===== config.mk =====
export PLATFORM = sky130hd
export DESIGN_NAME = fp_mul_round
export DESIGN_NICKNAME = d
export VERILOG_FILES = /design/src/rtl/fp_mul_round.sv
export SDC_FILE = /design/constraint.sdc
export NUM_CORES = 1
export LEC_CHECK = 0
export ABC_AREA = 1
export BUFFER_PORTS_ARGS = -buffer_cell sky130_fd_sc_hd__buf_2
export CAP_MARGIN = 20
export CORE_ASPECT_RATIO = 0.7
export CORE_UTILIZATION = 51
export CTS_CLUSTER_SIZE = 24
export DETAILED_ROUTE_END_ITERATION = 10
export HOLD_SLACK_MARGIN = 0.12
export MAX_ROUTING_LAYER = met4
export PLACE_DENSITY = 0.77
export SLEW_MARGIN = 20
export SYNTH_ARGS = -nofsm -noshare
export SYNTH_HDL_FRONTEND = slang
export SYNTH_SLANG_ARGS = --single-unit

===== constraint.sdc =====
create_clock -name clk -period 3.1 [get_ports clk]
set_clock_uncertainty 0.05 [all_clocks]
set_input_delay 0.155 -clock clk [delete_from_list [all_inputs] [get_ports clk]]
set_output_delay 0.155 -clock clk [all_outputs]
set_load 0.01 [all_outputs]

===== src/rtl/fp_mul_round.sv =====
// Post-multiply stage of the single-precision FPU multiply path:
// classifies operands, normalizes the 48-bit significand product, rounds
// to nearest-even and packs an IEEE-754 result with exception flags.
module fp_mul_round #(
   parameter int unsigned EXP_BIAS = 127,
   parameter int unsigned PROD_W   = 64
) (
   input  logic              clk,
   input  logic              reset,
   input  logic              in_valid,
   output logic              in_ready,
   input  logic [31:0]       op_a,
   input  logic [31:0]       op_b,
   input  logic [PROD_W-1:0] prod,
   output logic              out_valid,
   input  logic              out_ready,
   output logic [31:0]       result,
   output logic [3:0]        flags
);

   localparam int unsigned   SIG_W   = 48;
   localparam int unsigned   EXP_W   = 10;
   localparam logic [31:0]   QNAN    = 32'h7FC0_0000;
   localparam logic signed [EXP_W-1:0] EXP_MAX = 10'sd255;
   localparam logic signed [EXP_W-1:0] EXP_MIN = 10'sd0;

   typedef enum logic [1:0] {IDLE, NORM, ROUND, DONE} state_t;

   state_t                  state;
   logic [31:0]             a_q, b_q;
   logic [SIG_W-1:0]        p_q;

   // Normalized operation, held between NORM and ROUND
   logic                    sign_q;
   logic                    spec_q;
   logic [31:0]             spec_res_q;
   logic                    spec_inv_q;
   logic [22:0]             mant_q;
   logic                    guard_q;
   logic                    sticky_q;
   logic signed [EXP_W-1:0] exp_q;

   // Only the low 48 product bits carry significand information
   logic unused_prod_hi;
   assign unused_prod_hi = ^prod[PROD_W-1:SIG_W];

   // Operand classification, special-case selection and normalization
   logic                    sign_c;
   logic                    spec_c;
   logic [31:0]             spec_res_c;
   logic                    spec_inv_c;
   logic [22:0]             mant_c;
   logic                    guard_c;
   logic                    sticky_c;
   logic signed [EXP_W-1:0] exp_c;
   logic                    a_zero, a_inf, a_nan, a_snan;
   logic                    b_zero, b_inf, b_nan, b_snan;

   always_comb begin
      sign_c     = a_q[31] ^ b_q[31];
      a_zero     = (a_q[30:23] == 8'h00);
      b_zero     = (b_q[30:23] == 8'h00);
      a_inf      = (a_q[30:23] == 8'hFF) && (a_q[22:0] == 23'h0);
      b_inf      = (b_q[30:23] == 8'hFF) && (b_q[22:0] == 23'h0);
      a_nan      = (a_q[30:23] == 8'hFF) && (a_q[22:0] != 23'h0);
      b_nan      = (b_q[30:23] == 8'hFF) && (b_q[22:0] != 23'h0);
      a_snan     = a_nan & ~a_q[22];
      b_snan     = b_nan & ~b_q[22];
      spec_c     = 1'b1;
      spec_res_c = 32'h0;
      spec_inv_c = 1'b0;
      if (a_nan || b_nan) begin
         spec_res_c = QNAN;
         spec_inv_c = a_snan | b_snan;
      end else if ((a_zero && b_inf) || (a_inf && b_zero)) begin
         spec_res_c = QNAN;
         spec_inv_c = 1'b1;
      end else if (a_inf || b_inf) begin
         spec_res_c = {sign_c, 8'hFF, 23'h0};
      end else if (a_zero || b_zero) begin
         spec_res_c = {sign_c, 31'h0};
      end else begin
         spec_c = 1'b0;
      end
      if (p_q[47]) begin
         mant_c   = p_q[46:24];
         guard_c  = p_q[23];
         sticky_c = |p_q[22:0];
      end else begin
         mant_c   = p_q[45:23];
         guard_c  = p_q[22];
         sticky_c = |p_q[21:0];
      end
      exp_c = EXP_W'(a_q[30:23]) + EXP_W'(b_q[30:23]) - EXP_W'(EXP_BIAS)
            + EXP_W'(p_q[47]);
   end

   // Round-to-nearest-even and exponent range check
   logic                    inc_c;
   logic                    carry_c;
   logic [22:0]             mant_r_c;
   logic signed [EXP_W-1:0] exp_r_c;
   logic                    inexact_c;

   always_comb begin
      inc_c               = guard_q & (sticky_q | mant_q[0]);
      {carry_c, mant_r_c} = 24'(mant_q) + 24'(inc_c);
      exp_r_c             = exp_q + EXP_W'(carry_c);
      inexact_c           = guard_q | sticky_q;
   end

   // Control FSM with all pipeline and output registers
   always_ff @(posedge clk or negedge reset) begin
      if (!reset) begin
         state      <= IDLE;
         in_ready   <= 1'b1;
         out_valid  <= 1'b0;
         result     <= 32'h0;
         flags      <= 4'h0;
         a_q        <= 32'h0;
         b_q        <= 32'h0;
         p_q        <= '0;
         sign_q     <= 1'b0;
         spec_q     <= 1'b0;
         spec_res_q <= 32'h0;
         spec_inv_q <= 1'b0;
         mant_q     <= 23'h0;
         guard_q    <= 1'b0;
         sticky_q   <= 1'b0;
         exp_q      <= '0;
      end else begin
         case (state)
            IDLE: begin
               if (in_valid) begin
                  a_q      <= op_a;
                  b_q      <= op_b;
                  p_q      <= prod[SIG_W-1:0];
                  in_ready <= 1'b0;
                  state    <= NORM;
               end
            end
            NORM: begin
               sign_q     <= sign_c;
               spec_q     <= spec_c;
               spec_res_q <= spec_res_c;
               spec_inv_q <= spec_inv_c;
               mant_q     <= mant_c;
               guard_q    <= guard_c;
               sticky_q   <= sticky_c;
               exp_q      <= exp_c;
               state      <= ROUND;
            end
            ROUND: begin
               if (spec_q) begin
                  result <= spec_res_q;
                  flags  <= {spec_inv_q, 3'b000};
               end else if (exp_r_c >= EXP_MAX) begin
                  result <= {sign_q, 8'hFF, 23'h0};
                  flags  <= 4'b0101;
               end else if (exp_r_c <= EXP_MIN) begin
                  result <= {sign_q, 31'h0};
                  flags  <= 4'b0011;
               end else begin
                  result <= {sign_q, exp_r_c[7:0], mant_r_c};
                  flags  <= {3'b000, inexact_c};
               end
               state <= DONE;
            end
            DONE: begin
               // First DONE cycle presents the result; handshake starts once valid
               if (!out_valid) begin
                  out_valid <= 1'b1;
               end else if (out_ready) begin
                  out_valid <= 1'b0;
                  in_ready  <= 1'b1;
                  state     <= IDLE;
               end
            end
            default: begin
               state <= IDLE;
            end
         endcase
      end
   end

endmodule


### Word level (Yosys, flattened, before mapping)

Index checks and enable logic that the tools add are counted.

* $add $sub $neg: 5
* order comparisons: 2
* eq/ne operators: 8
* muxes and demuxes: 29
* bitwise operators: 9
* reduce and logical (&&, ||, !) cells: 23

Operators with widths (number)
* 32-bit 2-to-1 mux: 5
* 31-bit 2-to-1 mux: 2
* 23-bit logical NOT: 2
* 23-bit nonzero test: 2
* 23-bit by 1-bit adder with 24-bit output: 1
* 23-bit 2-to-1 mux: 1
* 23-bit OR reduction: 1
* 22-bit OR reduction: 1
* 10-bit by 1-bit adder with 10-bit output: 2
* 8-bit == test, second input constant: 2
* 8-bit logical NOT: 2
* 1-bit 2-to-1 mux: 13
* 10-bit by 9-bit >= comparator with 1-bit output, second input constant: 1
* 10-bit by 1-bit <= comparator with 1-bit output, second input constant: 1
* 9-bit by 7-bit subtractor with 10-bit output, second input constant: 1
* 8-bit by 8-bit adder with 9-bit output: 1
* 2-bit 2-to-1 mux: 4
* 2-bit case mux with 4 select lines: 1
* 1-bit logical AND: 6
* 2-bit != test, second input constant: 3
* 2-bit == test, second input constant: 2
* 1-bit logical OR: 4
* 4-bit 2-to-1 mux: 1
* 4-bit AND reduction: 1
* 11 further kinds: 16

* register bits after elaboration: 222
* input port bits: 132
* output and inout bits: 38
* word-level logic and storage cells: 92

### Longest topological paths before layout

Gate-level depths: netlist of the first run.

* word-level depth: 8
* gate-level depth with buffers: 26
* gate-level depth less buffers: 26

### Worst setup path before layout of the first run

Ideal clock, no wire load.

* path type: register to register
* start point: reg mant_q[0]
* end point: reg result[13]
* library setup time: 0.066 ns
* data arrival time: 3.107 ns
* data required time: 2.984 ns
* setup slack: -0.123 ns
* stages on the path, launching flop included: 25
* buffers on the path: 1
* period minus slack after synthesis: 3.223 ns
* cells stage by stage: dfrtp_1 > inv_1 > a21oi_1 > ha_1 > nand3_2 > nor3_4 > nand3_2 > nor2_1 > nand4_1 > nor2_1 > nand4_1 > nor2_1 > ha_1 > ha_1 > nand2_2 > nor2_1 > nand3_1 > nand2_1 > inv_1 > nand3_1 > nand3_4 > nor2_8 > buf_8 > nand3_2 > nand2_1

* longest elaborated chain between the ends: 8
* elaborated cells between the ends (all ways): 9
* classes of those cells: 2 x add/sub; 2 x order compare; 3 x mux; 2 x bitwise

Ends and longest elaborated chain
* from (decl): RTL line 38 `logic [22:0] mant_q;`
* from (signal assigned): RTL line 147 `mant_q <= mant_c;`
* 1-bit OR: RTL line 106 `inc_c = guard_q & (sticky_q | mant_q[0]);`
* 1-bit bitwise AND: RTL line 106
* 23-bit by 1-bit adder with 24-bit output (*): RTL line 107 `{carry_c, mant_r_c} = 24'(mant_q) + 24'(inc_c);`
* 10-bit by 1-bit adder with 10-bit output: RTL line 108 `exp_r_c = exp_q + EXP_W'(carry_c);`
* 10-bit by 1-bit <= comparator with 1-bit output: RTL line 160 `end else if (exp_r_c <= EXP_MIN) begin`
* 31-bit 2-to-1 mux: RTL line 160
* 31-bit 2-to-1 mux (*): RTL line 157 `end else if (exp_r_c >= EXP_MAX) begin`
* 32-bit 2-to-1 mux (*): RTL line 154 `if (spec_q) begin`
* to (signal assigned): RTL line 155 `result <= spec_res_q;`
* to (signal assigned): RTL line 158 `result <= {sign_q, 8'hFF, 23'h0};`
* to (signal assigned): RTL line 161 `result <= {sign_q, 31'h0};`
* to (decl): RTL line 17 `output logic [31:0] result,`

Mark *: on every way between the ends. The rest lies on a longest branch, timed or not.
A chain may end at the register's enable or synchronous reset.

### Worst setup path after layout of the first run

* start point: reg mant_q[0]
* end point: reg result[8]

Same word-level chain as after synthesis.

==> impl_metrics.ini, run 1 <==
[detailed_routing]
num_vias = 8055
drt_pass1_iterations = 5
drc = 0
viasPerCell = 5.28
drt_wl_total_mm = 25.6
first_iter_violations = 750
wl_per_cell_um = 16.8
ant_nets = 0

[sta]
grt_setup_unrepaired = true
setup_tns_ns = -7.95
timing.final.ws_setup_ns = -0.276
setup_viol = 34
relSlewSlack_pct = 55.3
final_max_slew_viol_count = 0
final_hold_viol_count = 0
tightest_slew_ns = 0.670
period_share_pct = 109
period_needed_ns = 3.38
fmax_mhz = 296

[final_layout]
final_area_um2 = 12700
final_nets = 1434
drive_gt1_share_pct = 31.9
area_delta_synth_final_pct = 36.9
post-route-util_pct = 72.5
fin_cells = 1525

[synthesis]
syn_area_per_cell_um2 = 9.58
synth_top_family_by_area = simple AND/OR/NAND/NOR gates
synth_top_area_cell = dfrtp_1
synth-seq-area-share_pct = 52.2
yosys_most_used_dff = dfrtp_1
synth_most_common_cell = nand2_1
synth.area.mux_share_pct = 12.1
async_flop_share_pct = 100
yosysUniqueCellTypes = 43
synthXorXnorAreaFrac_pct = 0.568
synth_fp_nets = 1122
synth_compound_area_share_pct = 6.74
synth_simple_gate_area_share_pct = 20.0
synth_area_um2 = 9250
yosys-top-cells-area = dfrtp_1, mux2_2, nand2_1
yosys.area_share.adder_pct = 3.46
synth_seq_cells = 193
synth_top_cell_area_share_pct = 51.9
synth_edf_count = 0
synth_warnings = 0
synthesis.instances = 965
synthTopCellsByCount = nand2_1, dfrtp_1, nor2_1

[placement]
placed_area_um2 = 10600
gp_congestion = 0.915
dpl.cell_count = 1361
hpwl_mm = 16.1
io_buffers = 153
preCtsSetupSlack_ns = -0.278

[clocking]
htree_levels = 4
cts_tree = yes
cts.sinks = 193
cts_buffers = 17
cts.path.max_buffers = 2
clk_pin_slew_ns = 0.08
cts_root_buf = clkbuf_16
insertion_delay_ns = 0.44

[critical_path]
crit_type = reg2reg
cpLargestDelayFamily = simple AND/OR/NAND/NOR gates
crit_arrival_ns = 3.71
worst_r2r_path_depth = 24
worstPathRequired_ns = 3.43
cpPeakStageDelay_ns = 0.37
critical-path-slowest-cell = dfrtp_1
cp.depth = 24
cp_num_buf_inv = 3
cp_max_fo = 8
cp-start-kind = flip-flop
critPathCaptureType = flip-flop
cp_cell_sequence = buf_4 > buf_4 > ha_2 > nand3_4 > nor3_4 > nand3_2 > nor2_2 > nand4_1 > nor2_1 > nand4_1 > nor2_1 > ha_2 > ha_4 > nand2_8 > o21ai_4 > nand2_1 > nand2_2 > nor2_2 > nand3_2 > nand3_4 > nor2_8 > clkbuf_16 > nand3_1 > nand2_1

[grt]
grt_use_total_pct = 29.2
grt_pass1_vias = 8077
antenna_found_initial = 4
grt_pass1_wl_mm = 40.6
grt_max_degree = 79
grt.overflow.total = 0

[die]
die_width_um = 163
die-area_um2 = 18700
rows = 40
die_y_um = 115
coreArea_um2 = 17500
ios = 170
start_util_pct = 53.0

[power]
power_density_nw_per_um2 = 990
peakVddDrop_mv = 0.477
p_leak_nw = 6.12

[run_status]
violations = setup timing
status = finished, violations left

[hold_path]
hp-class = in2reg
hold_path_depth = 4

[flow_run]
drv_cap = 0
## cell usage in the layout (no fill, tap or decap), types with 11 or more instances in the layout
master	instances
dlygate4sd3_1	114
inv_1	75
o22ai_1	22
nand4_1	22
nand3_1	36
ha_1	21
mux2_2	99
buf_2	152
buf_4	51
nor2_1	97
dfrtp_1	192
nand2_1	186
clkbuf_16	19
a21oi_1	29
o21ai_0	50
nand3_2	11
## path summary, 6_finish.rpt
| path | start | to | slack [ns] |
|---|---|---|---|
| setup / recovery | mant_q[0] | result[8] | -0.28 |
| hold / removal | in_valid | state[1] | 0.16 |
| setup reg to reg | mant_q[0] | result[8] | -0.28 |
| hold reg to reg | result[12] | result[12] | 0.43 |
| max in group asynchronous | reset | a_q[13] | 1.89 |
| min in group asynchronous | reset | flags[0] | 0.26 |
## worst register-to-register path, delay by kind of cell, from the launching register on
family | cells | cell delay (ns)
DFF | 1 | 0.37
and+or+nand+nor | 17 | 1.71
AOI/OAI and AO/OA | 1 | 0.15
adders and majority gates | 3 | 0.65
buffers and inverters | 3 | 0.40
## registers in the layout, summed over array words and instances (netlist names)
register / flops
a_q: 32
b_q: 32
exp_q: 10
flags: 4
guard_q: 1
in_ready: 1
mant_q: 23
out_valid: 1
p_q: 48
result: 32
sign_q: 1
spec_inv_q: 1
spec_q: 1
spec_res_q: 3
state: 2
sticky_q: 1
## per-stage QoR
step	power, mW	hold WS [ns]
final	12.5	0.158
after global routing	13.4	0.211
after CTS	12.1	0.150
after detailed placement	9.52	0.183
after global placement	9.30	0.176
after floorplan	7.89	-0.191
## area by class of cell
type,instances,area (µm²)
repair buffers,323,2410
diodes,4,10.0
clock buffers,17,425
fillers,1173,4810
well taps,231,289
clock inverters,15,221
inverters,86,324
multi-input cells,656,4150
flip-flops and latches,193,4830
## layer usage
metal	routed length, µm	share of wire, %	up-vias	global-route usage (%)
met3	1790	7.0	50	7.64
met2	11900	47	291	44.7
met1	11300	44	3852	38.0
met4	624	2.4	0	9.78
met5	0	0	-	-
li1	-	-	3862	-
## cell families (layout without fill, tap and decap cells)
| group | after synthesis | in the layout |
|---|---|---|
| and+or+nand+nor | 411 | 411 |
| DFF | 193 | 193 |
| buffers and inverters | 116 | 441 |
| AOI/OAI and AO/OA | 115 | 115 |
| muxes | 99 | 99 |
| adders and majority gates | 25 | 25 |
| xor gates and xnor gates | 6 | 6 |
| other | 0 | 4 |
## where the power goes
part,total [mW],switching (mW),internal (mW)
Combinational,5.51,3.04,2.46
Clock,2.40,1.09,1.31
Sequential,4.63,0.902,3.72
Total,12.5,5.03,7.50
## what timing repair did
action,4_1_cts,5_1_grt
gates resized for setup,8,36
buffers inserted,5,7
endpoints found under the hold margin,188,0
cloned,0,2
setup endpoints to repair,34,34
hold buffers,114,0
pin swaps,6,14
Note: power is estimated with default switching activity, not from simulation.
==> run 2: changes to the inputs <==
--- a/config.mk
+++ b/config.mk
@@ -14,7 +14,7 @@
 export DETAILED_ROUTE_END_ITERATION = 10
 export HOLD_SLACK_MARGIN = 0.12
 export MAX_ROUTING_LAYER = met4
-export PLACE_DENSITY = 0.77
+export PLACE_DENSITY_LB_ADDON = 0.2
 export SLEW_MARGIN = 20
 export SYNTH_ARGS = -nofsm -noshare
 export SYNTH_HDL_FRONTEND = slang
==> impl_metrics.ini, run 2 (synthesis results as in run 1) <==
[power]
peakVddDrop_mv = 0.425
power_density_nw_per_um2 = 964
p_leak_nw = 6.08

[critical_path]
cp_num_buf_inv = 5
worst_r2r_path_depth = 24
cpPeakStageDelay_ns = 0.37
critPathCaptureType = flip-flop
reg2reg_slack_ns = -0.31
cp.depth = 24
cp-start-kind = flip-flop
crit_arrival_ns = 3.73
reg2reg_from = mant_q[0]
cp_cell_sequence = buf_4 > buf_4 > ha_2 > nand3_4 > nor3_4 > nand3_2 > nor2_4 > nand4_1 > nor2_2 > nand4_1 > nor2_1 > ha_2 > nand2_2 > nor2_4 > buf_12 > nand4_4 > o21ai_2 > nand2_2 > inv_4 > nand3_4 > nor2_8 > clkbuf_16 > nand3_2 > nand2_1
cpLargestDelayFamily = simple AND/OR/NAND/NOR gates
critical-path-slowest-cell = dfrtp_1
cp_max_fo = 8
worstPathRequired_ns = 3.43
crit_type = reg2reg
rr_endpoint = result[17]

[die]
die_y_um = 115
start_util_pct = 53.0
rows = 40
ios = 170
coreArea_um2 = 17500
die-area_um2 = 18700
die_width_um = 163

[clocking]
insertion_delay_ns = 0.44
cts_tree = yes
clk_pin_slew_ns = 0.07
cts.path.max_buffers = 2
cts_root_buf = clkbuf_16
htree_levels = 4
cts_buffers = 17
cts.sinks = 193

[final_layout]
final_common_cell = dfrtp_1
final_cell_mix = dfrtp_1, nand2_1, buf_2
final_nets = 1429
area_delta_synth_final_pct = 36.0
drive_gt1_share_pct = 32.3
largest_reg_flops = 48
fin_cells = 1518
fillCellCount = 1258
regMostFlops = p_q

[grt]
grt_max_degree = 103
grt_use_total_pct = 28.3
antenna_found_initial = 2
grt.overflow.total = 0
met3_usage_pct = 5.40
grt_pass1_wl_mm = 39.7
busiest_layer = met2
grt_pass1_vias = 7884
grt.met1_usage_pct = 38.9
use_met2_pct = 43.0

[sta]
period_share_pct = 110
whs_ns = 0.171
period_needed_ns = 3.41
fmax_mhz = 294
grt_setup_unrepaired = true
timing.final.ws_setup_ns = -0.306
setup_viol = 34
final_hold_viol_count = 0
tightest_slew_ns = 0.828
setup_tns_ns = -8.43
relSlewSlack_pct = 44.8
final_max_slew_viol_count = 0

[hold_path]
min_from = in_valid
min_to = state[1]
hp-class = in2reg
hold_path_depth = 4

[detailed_routing]
drt_wl_total_mm = 24.4
first_iter_violations = 752
ant_nets = 0
wl_per_cell_um = 16.0
drt_pass1_iterations = 5
num_vias = 7914
drc = 0
viasPerCell = 5.21

[placement]
dpl.cell_count = 1361
hpwl_mm = 15.4
gp_congestion = 0.936
io_buffers = 153

[run_status]
status = finished, violations left
violations = setup timing

[flow_run]
drv_cap = 0
[run 2: per-layer routing]
layer | routed length, µm | vias to the layer above
li1 | - | 3843
met1 | 11400 | 3794
met2 | 11300 | 237
met3 | 1270 | 40
met4 | 409 | 0
met5 | 0 | -
[run 2: through the flow]
| stage | area [µm²] | utilization, % | total power [mW] | setup WS (ns) |
|---|---|---|---|---|
| 4_1_cts | 12400 | 70.8 | 11.8 | -0.200 |
| 3_5_place_dp | 10600 | 60.6 | 9.44 | -0.275 |
| 2_1_floorplan | 9290 | - | 7.89 | 0.000361 |
| 6_report | 12600 | 72.0 | 12.1 | -0.306 |
| 3_3_place_gp | 10600 | 60.6 | 9.30 | -0.173 |
| 5_1_grt | 12600 | 72.0 | 13.0 | -0.613 |
[run 2: report_power, final]
part / leakage [nW] / switching (mW) / internal (mW)
clock network: 0.274 / 1.07 / 1.07
registers: 2.34 / 0.890 / 3.72
logic: 3.47 / 2.93 / 2.44
[run 2: what timing repair did]
| item | 4_1_cts | 5_1_grt |
|---|---|---|
| pin swaps | 0 | 13 |
| hold endpoints to repair | 212 | 0 |
| hold buffers | 114 | 0 |
| resized for setup | 7 | 48 |
| cloned | 0 | 1 |
| setup buffers | 5 | 3 |
| setup endpoints to repair | 34 | 34 |
[run 2: worst max-delay path by stage]
stage	startpoint	to	slack [ns]
floorplan	mant_q[0]	result[15]	0.0004
global placement	mant_q[0]	flags[0]	-0.17
detailed placement	mant_q[0]	flags[0]	-0.28
CTS	mant_q[0]	result[7]	-0.20
global route	mant_q[0]	result[9]	-0.61
finish	mant_q[0]	result[17]	-0.31
[run 2: area by class of cell]
type                    count  area, µm²  area share (%)
diodes                      2       5.00          0.0398
clock buffers              17        425            3.38
clock inverters            15        143            1.13
inverters                  86        325            2.59
multi-input cells         656       4180            33.3
flip-flops and latches    193       4830            38.4
well taps                 231        289            2.30
repair buffers            318       2380            18.9
[run 2: worst min-delay path: cells and delay by family]
family / cells / cell delay [ns]
simple gates: 1 / 0.13
buf+inv: 1 / 0.11
compound gates: 2 / 0.22
